$ cat src/rtl/gray_updown_counter.sv
// Parametrised up/down Gray-code counter with load, optional saturation, wrap pulse and binary view.
// Optional Gray-step checker enabled by defining GRAY_CHECK_EN; otherwise err is tied low.
module gray_updown_counter #(
  parameter int WIDTH    = 4,
  parameter bit SATURATE = 1'b0
) (
  input  logic             clk,
  input  logic             n_reset,
  input  logic             en,
  input  logic             up,
  input  logic             load,
  input  logic [WIDTH-1:0] load_gray,
  output logic [WIDTH-1:0] gray_count,
  output logic [WIDTH-1:0] bin_count,
  output logic             wrap,
  output logic             err
);

  localparam logic [WIDTH-1:0] MAX_VAL  = '1;
  localparam logic [WIDTH-1:0] MIN_VAL  = '0;
  localparam logic [WIDTH-1:0] ONE      = WIDTH'(1);

  logic [WIDTH-1:0] bin_q;
  logic [WIDTH-1:0] gray_q;
  logic             wrap_q;
  logic [WIDTH-1:0] bin_next;
  logic             wrap_next;

  function automatic logic [WIDTH-1:0] gray_to_bin(input logic [WIDTH-1:0] g);
    logic [WIDTH-1:0] b;
    b = '0;
    b[WIDTH-1] = g[WIDTH-1];
    for (int i = WIDTH - 2; i >= 0; i--) begin
      b[i] = b[i+1] ^ g[i];
    end
    return b;
  endfunction

  // Load beats counting; at a limit the step either wraps or holds, and both raise wrap.
  always_comb begin
    bin_next  = bin_q;
    wrap_next = 1'b0;
    if (load) begin
      bin_next = gray_to_bin(load_gray);
    end else if (en) begin
      if (up) begin
        if (bin_q == MAX_VAL) begin
          wrap_next = 1'b1;
          bin_next  = SATURATE ? MAX_VAL : MIN_VAL;
        end else begin
          bin_next = bin_q + ONE;
        end
      end else begin
        if (bin_q == MIN_VAL) begin
          wrap_next = 1'b1;
          bin_next  = SATURATE ? MIN_VAL : MAX_VAL;
        end else begin
          bin_next = bin_q - ONE;
        end
      end
    end
  end

  always_ff @(posedge clk) begin
    if (!n_reset) begin
      bin_q  <= '0;
      gray_q <= '0;
      wrap_q <= 1'b0;
    end else begin
      bin_q  <= bin_next;
      gray_q <= bin_next ^ (bin_next >> 1);
      wrap_q <= wrap_next;
    end
  end

  assign bin_count  = bin_q;
  assign gray_count = gray_q;
  assign wrap       = wrap_q;

`ifdef GRAY_CHECK_EN
  logic [WIDTH-1:0] prev_gray;
  logic             step_flag;
  logic             stepped;
  logic             err_q;
  logic [WIDTH-1:0] gray_diff;
  logic             one_bit;

  // Only count steps that actually moved B are checked; loads and saturated holds are exempt.
  assign stepped   = !load && en && (bin_next != bin_q);
  assign gray_diff = gray_q ^ prev_gray;
  assign one_bit   = (gray_diff != '0) && ((gray_diff & (gray_diff - ONE)) == '0);

  always_ff @(posedge clk) begin
    if (!n_reset) begin
      prev_gray <= '0;
      step_flag <= 1'b0;
      err_q     <= 1'b0;
    end else begin
      prev_gray <= gray_q;
      step_flag <= stepped;
      if (step_flag && !one_bit) begin
        err_q <= 1'b1;
      end
    end
  end

  assign err = err_q;
`else
  assign err = 1'b0;
`endif

endmodule
$ cat config.mk
export PLATFORM = sky130hd
export DESIGN_NAME = gray_updown_counter
export DESIGN_NICKNAME = d
export VERILOG_FILES = /design/src/rtl/gray_updown_counter.sv
export SDC_FILE = /design/constraint.sdc
export NUM_CORES = 1
export LEC_CHECK = 0
export ABC_CLOCK_PERIOD_IN_PS = 1900
export CORE_UTILIZATION = 38
export DETAILED_ROUTE_END_ITERATION = 7
export PLACE_DENSITY = 0.72
export SLEW_MARGIN = 20
export SYNTH_ARGS = -nofsm -noshare
export SYNTH_HDL_FRONTEND = slang
export SYNTH_SLANG_ARGS = --single-unit
$ cat constraint.sdc
create_clock -name clk -period 1.9 [get_ports clk]
set_input_delay 0.19 -clock clk [delete_from_list [all_inputs] [get_ports clk]]
set_output_delay 0.19 -clock clk [all_outputs]
set_load 0.05 [all_outputs]
### Word level (Yosys, flattened, before mapping)

Cells that the tools add are included.

| word-level totals | value |
|---|---|
| register bits after elaboration | 9 |
| output and inout bits | 10 |

| cells by class | value |
|---|---|
| add/sub/neg operators | 2 |
| eq/ne operators | 1 |
| muxes and demuxes | 8 |
| bitwise gates (word level) | 6 |
| reduce and logical (&&, ||, !) cells | 2 |

Operators with widths:

| cell | number |
|---|---|
| 4-bit 2-to-1 mux | 5 |
| 4-bit by 1-bit adder with 4-bit output (second input constant) | 1 |
| 4-bit == test (second input constant) | 1 |
| 4-bit zero test | 1 |
| 4-bit by 1-bit subtractor with 4-bit output (second input constant) | 1 |
| 4-bit by 3-bit XOR with 4-bit output | 1 |
| 1-bit 2-to-1 mux | 3 |
| 3-bit OR reduction | 1 |
| 1-bit XOR | 3 |
| 1-bit NOT | 2 |

### Longest topological paths before layout

Gate-level depths: netlist (run 1).

| depth | value |
|---|---|
| word-level depth | 6 |
| depth in mapped cells | 7 |
| depth with buffers taken out | 7 |

### Worst setup path before layout (run 1)

OpenSTA, ideal clock, no wires.

| path | value |
|---|---|
| kind | flip-flop to flip-flop |
| from | register bin_q[0], in the netlist bin_count[0] |
| to | register gray_q[0], in the netlist gray_count[0] |
| library setup time | 0.115 ns |
| data arrival time | 2.067 ns |
| required time | 1.785 ns |
| path slack | -0.282 ns |
| cell stages (with the launch flop) | 8 |
| buffers on the path | 0 |
| cell sequence | dfxtp_1 > inv_1 > ha_1 > nor4b_1 > o32a_1 > mux2_2 > xor2_1 > and2_1 |

| between the ends | value |
|---|---|
| word-level cells in the longest chain between the ends | 6 |
| elaborated cells on any way between the ends | 10 |

Ends and longest elaborated chain:

| item | RTL line | RTL |
|---|---|---|
| start: declaration | 23 | `logic [WIDTH-1:0] bin_q;` |
| start signal: assignment | 70 | `bin_q <= bin_next;` |
| 4-bit by 1-bit subtractor with 4-bit output, or another cell as far along | 58 | `bin_next = bin_q - ONE;` |
| 4-bit 2-to-1 mux (on tied branches) | 54, 47 |  |
| 4-bit 2-to-1 mux | 46 | `if (up) begin` |
| 4-bit 2-to-1 mux * | 45 | `end else if (en) begin` |
| 4-bit 2-to-1 mux * | 43 | `if (load) begin` |
| 4-bit by 3-bit XOR with 4-bit output * | 71 | `gray_q <= bin_next ^ (bin_next >> 1);` |
| end signal: assignment | 71 |  |
| end: declaration | 24 | `logic [WIDTH-1:0] gray_q;` |

Every way passes the cells marked *; elsewhere a longest branch is shown, timed or not.
A chain may end at the register's enable or synchronous reset.

### Worst setup path after layout (run 1)

Same ends and word-level chain as after synthesis.

==> results.toml, run 1 <==
[outcome]
status = "finished clean"

[floorplan]
die_height_microns = 40.2
core-area_sq_um = 1330
rows = 13
die_x_microns = 40.2
initial_core_util_pct = 41.5
io_pins = 19
die_area_sq_um = 1610

[clock_network]
cts.sinks = 8
cts_buffers = 3
clkLatencyLatePin_ns = 0.25
cts_max_path_buffers = 2
clk_pin_slew_ns = 0.06
cts_tree = "yes"
cts.root.buffer_cell = "clkbuf_4"
cts_resized = 0
htreeDepth = 1

[timing]
setup_ws_ns = 0.0916
drv_slew = 0
final.setup_skew_ns = 0.00376
hold_viol_final = 0
grt_setup_unrepaired = "no"
finalCritPeriodShare_pct = 95.2
fin_crit_ns = 1.81
tns_ns = 0
setup_viol = 0
max_freq_mhz = 553

[synth]
synth_edf_count = 0
ys_seq_elements = 8
yosys_warnings = 0
synth.distinct_cells = 33
synthesis.area_sq_um = 553
seq_area_frac_synth_pct = 29.0
synthFlopType = "dfxtp_1"
async_flop_share_pct = 0
syn_inst = 58
synth_fp_nets = 69
synth_area_per_cell_sq_um = 9.54

[route]
vias = 483
vias_per_cell = 5.03
drt-total-wl_mm = 1.18
ant_nets = 0
first_iter_violations = 4
drc = 0
wire_per_inst_microns = 12.3
dr.pass1.iters = 4

[worst_setup_path]
crit_arrival_ns = 1.96
cp.required_ns = 2.05
critPathKind = "flop to flop"
setup.worst_path.end_class = "flop"
cp_max_fo = 4
start_kind = "flop"

[grt]
grt_pass1_wl_mm = 1.75
grt_max_degree = 10
antenna_found_initial = 0
grt_usage_pct = 16.6
grt_pass1_vias = 416
grt-ovfl-total = 0

[placed_design]
post_dp_cell_area_sq_um = 749
hpwl_microns = 892
dp_slack_ns = -0.0693
gp_congestion = 0.743
port-buffer-count = 17

[final_layout]
post-route-util_pct = 59.3
final_nets = 93
drive_gt1_share_pct = 18.5
num_antenna_cells = 0
final_cell_area_sq_um = 791
areaGrowthSynthToFinish_pct = 43.0
seq_area_sq_um = 168
fillers = 132
multiInputGateArea_sq_um = 352

[power_and_ir_drop]
power_density_nw_per_um2 = 829
p_leak_nw = 0.339
peakVddDrop_uv = 636

[hold_path]
worstHoldPathType = "input pin to flop"

[flow_run]
cap_viol_max_count = 0
cells by family after synthesis:
group,after synthesis,synth area share (%)
compound gates,10,13.3
xor+xnor,7,13.6
fa+ha+maj,2,4.52
buf+inv,7,7.46
flops,8,29.0
mux,4,8.37
other cells,1,0.678
simple gates,19,23.1
path summary, 6_finish.rpt:
| path | depth (start not counted) | startpoint | to | slack (ns) |
|---|---|---|---|---|
| max | 7 | bin_count[0] | gray_count[0] | 0.09 |
| min | 2 | n_reset | bin_count[0] | 0.69 |
| max reg2reg | 7 | bin_count[0] | gray_count[0] | 0.09 |
| min reg2reg | 3 | bin_count[3] | bin_count[3] | 0.78 |
cells in the final DEF, fill, tap and decap left out, types with 2 or more instances in the layout:
cell type | synthesis | final
xor2_1 | 3 | 3
dfxtp_4 | 0 | 2
xnor2_1 | 3 | 3
clkdlybuf4s50_1 | 0 | 17
nand2b_1 | 2 | 2
buf_4 | 2 | 6
inv_1 | 3 | 3
dfxtp_1 | 8 | 6
o21ai_0 | 3 | 3
clkbuf_4 | 0 | 3
ha_1 | 2 | 2
nand2_1 | 2 | 2
mux2i_1 | 2 | 2
and2_1 | 6 | 6
synth_stat cells (2+ instances only):
master	n	share of area (%)
buf_4	2	2.7
dfxtp_1	8	29
nand2b_1	2	2.3
nand2_1	2	1.4
xnor2_1	3	4.8
xor2_1	3	4.8
mux2i_1	2	3.6
inv_1	3	2.0
o21ai_0	3	2.7
and2_1	6	6.8
ha_1	2	4.5
flip-flops by register name, indices dropped and copies added, names as in the netlist:
name / cells
wrap: 1
gray_count: 3
bin_count: 4
where the power goes:
group	switching [mW]	leakage (nW)	internal, mW
clock network	0.0580	0.0150	0.0803
registers	0.0163	0.0675	0.192
logic	0.170	0.257	0.139
critical path, stage by stage (launching register included):
cell	delay, ns
dfxtp_4	0.35
inv_1	0.04
ha_1	0.22
nor4b_1	0.16
o32a_1	0.34
mux2_2	0.29
xor2_1	0.14
and2_1	0.16
per-stage QoR:
stage,hold WS (ns),instances,power (mW)
finish,0.693,96,0.656
global route,0.707,96,0.697
CTS,0.679,94,0.655
detailed placement,0.776,90,0.513
global placement,0.766,90,0.508
floorplan,0.311,58,0.422
repair_timing:
action	in CTS	in global routing
endpoints found under the setup margin	0	1
setup buffers	0	2
hold buffers	0	0
final cells by class:
class,instances,share of cell area [%]
multi-input combinational,43,44.5
timing repair buffer,23,27.2
sequential,8,21.2
clock buffer,4,3.32
tap,15,2.37
inverter,3,1.42
routing by layer:
metal | global-route usage (%) | share of wire (%) | wire [microns]
met1 | 19.2 | 43 | 507
met2 | 30.2 | 50 | 595
met3 | 6.67 | 6.5 | 77
met4 | 0 | 0 | 0
met5 | 0 | 0 | 0
No activity file was read; power rests on OpenSTA's default activity.
==> run 2: changes to the inputs <==
--- a/config.mk
+++ b/config.mk
@@ -6,6 +6,7 @@
 export NUM_CORES = 1
 export LEC_CHECK = 0
 export ABC_CLOCK_PERIOD_IN_PS = 1900
+export CORE_MARGIN = 2
 export CORE_UTILIZATION = 38
 export DETAILED_ROUTE_END_ITERATION = 7
 export PLACE_DENSITY = 0.72
==> run 2 against run 1 <==
Compared with the run above:
- sequential cell count is the same
- non-clock buffer count grew 1
- cell area grew 0.95%
- via count grew 0.41%
- largest power group unchanged
==> results.toml, run 2 (same netlist as run 1, synthesis figures left out) <==
[timing]
fin_crit_ns = 1.80
drv_slew = 0
finalCritPeriodShare_pct = 94.5
hold_viol_final = 0
tightestPinTransition_ns = 0.501
setup_viol = 0
relSlewSlack_pct = 66.5
max_freq_mhz = 557
setup_ws_ns = 0.104
grt_setup_unrepaired = "no"
final.setup_skew_ns = 0.00678
whs_ns = 0.662

[final_layout]
final_common_cell = "clkdlybuf4s50_1"
largest_reg_flops = 4
drive_gt1_share_pct = 19.5
num_antenna_cells = 0
areaGrowthSynthToFinish_pct = 44.3
final_cell_mix = "clkdlybuf4s50_1, buf_4, and2_1, dfxtp_1"
final_cells = 97
final_nets = 94

[floorplan]
die_area_sq_um = 1780
die_x_microns = 42.2
core-area_sq_um = 1330
rows = 13
die_height_microns = 42.2
io_pins = 19
initial_core_util_pct = 41.5

[route]
drt-total-wl_mm = 1.16
vias_per_cell = 5.00
ant_nets = 0
vias = 485
first_iter_violations = 15
dr.pass1.iters = 4
wire_per_inst_microns = 12.0
drc = 0

[worst_setup_path]
critPathSlowestCell = "dfxtp_4"
reg2reg_slack_ns = 0.10
start_kind = "flop"
cp_num_cells = 7
cp_max_fo = 5
crit_chain = "inv_1 > ha_1 > nor4b_1 > o32a_1 > mux2_2 > xor2_1 > and2_1"
setup.worst_path.end_class = "flop"
crit_arrival_ns = 1.95
critPathKind = "flop to flop"
crit_family = "flip-flops"
cp.required_ns = 2.05
max_stage_delay_ns = 0.36
cp.buffers_inverters = 1
ff2ff_path_depth = 7

[placed_design]
gp_congestion = 0.737
dp.cells = 90
port-buffer-count = 17
dp_slack_ns = -0.0909

[clock_network]
clkLatencyLatePin_ns = 0.25
clk_pin_slew_ns = 0.05
htreeDepth = 1
cts.sinks = 8
cts.root.buffer_cell = "clkbuf_4"
cts_resized = 0
cts_tree = "yes"
cts_max_path_buffers = 2
cts_buffers = 3

[hold_path]
worstHoldPathType = "input pin to flop"
holdPathStages = 2

[outcome]
status = "finished clean"

[grt]
grt_usage_pct = 14.6
grt_pass1_wl_mm = 1.97
grt_pass1_vias = 458
grt_max_degree = 10
grt-ovfl-total = 0
antenna_found_initial = 0

[power_and_ir_drop]
fin_total_pwr_mw = 0.654
peakVddDrop_uv = 546
p_leak_nw = 0.344
power_density_nw_per_um2 = 819

[flow_run]
cap_viol_max_count = 0
==> run 2: cell type report <==
cell class	instances	area, sq um
fillers	123	536
flip-flops and latches	8	168
clock buffers	4	26.3
repair buffers	24	223
multi-input cells	43	352
inverters	3	11.3
well taps	15	18.8
==> run 2: worst register-to-register path, cell delays in order (launching register included) <==
cell,delay (ns)
dfxtp_4,0.36
inv_1,0.04
ha_1,0.21
nor4b_1,0.16
o32a_1,0.34
mux2_2,0.29
xor2_1,0.14
and2_1,0.16
==> run 2: final timing paths <==
path                      from       endpoint
setup / recovery  bin_count[0]  gray_count[0]
setup reg to reg  bin_count[0]  gray_count[0]
hold / removal         n_reset   bin_count[1]
hold reg to reg   bin_count[3]   bin_count[3]
==> run 2: what timing repair did <==
| item | 4_1_cts | 5_1_grt |
|---|---|---|
| setup buffers | 0 | 3 |
| setup endpoints to repair | 0 | 1 |
| hold buffers | 0 | 0 |
==> run 2: stage by stage <==
stage,utilization (%),cell area [sq um],setup TNS [ns]
after floorplan,-,561,0
after global placement,56.2,749,-0.106
after detailed placement,56.2,749,-0.216
after CTS,58.2,776,0
after global routing,59.8,798,0
final,59.8,798,0
==> run 2: power by group <==
group | leakage [nW] | internal [mW] | switching (mW)
clock | 0.0150 | 0.0801 | 0.0551
combinational | 0.262 | 0.141 | 0.167
sequential | 0.0675 | 0.193 | 0.0183
==> run 2: metal layers <==
metal,vias up,routed length (microns),part of all wire (%),track usage (%)
met1,221,504,43,18.2
met5,-,0,0,0
met4,0,0,0,4.38
met2,17,573,49,23.8
li1,247,-,-,-
met3,0,82,7.1,5.17
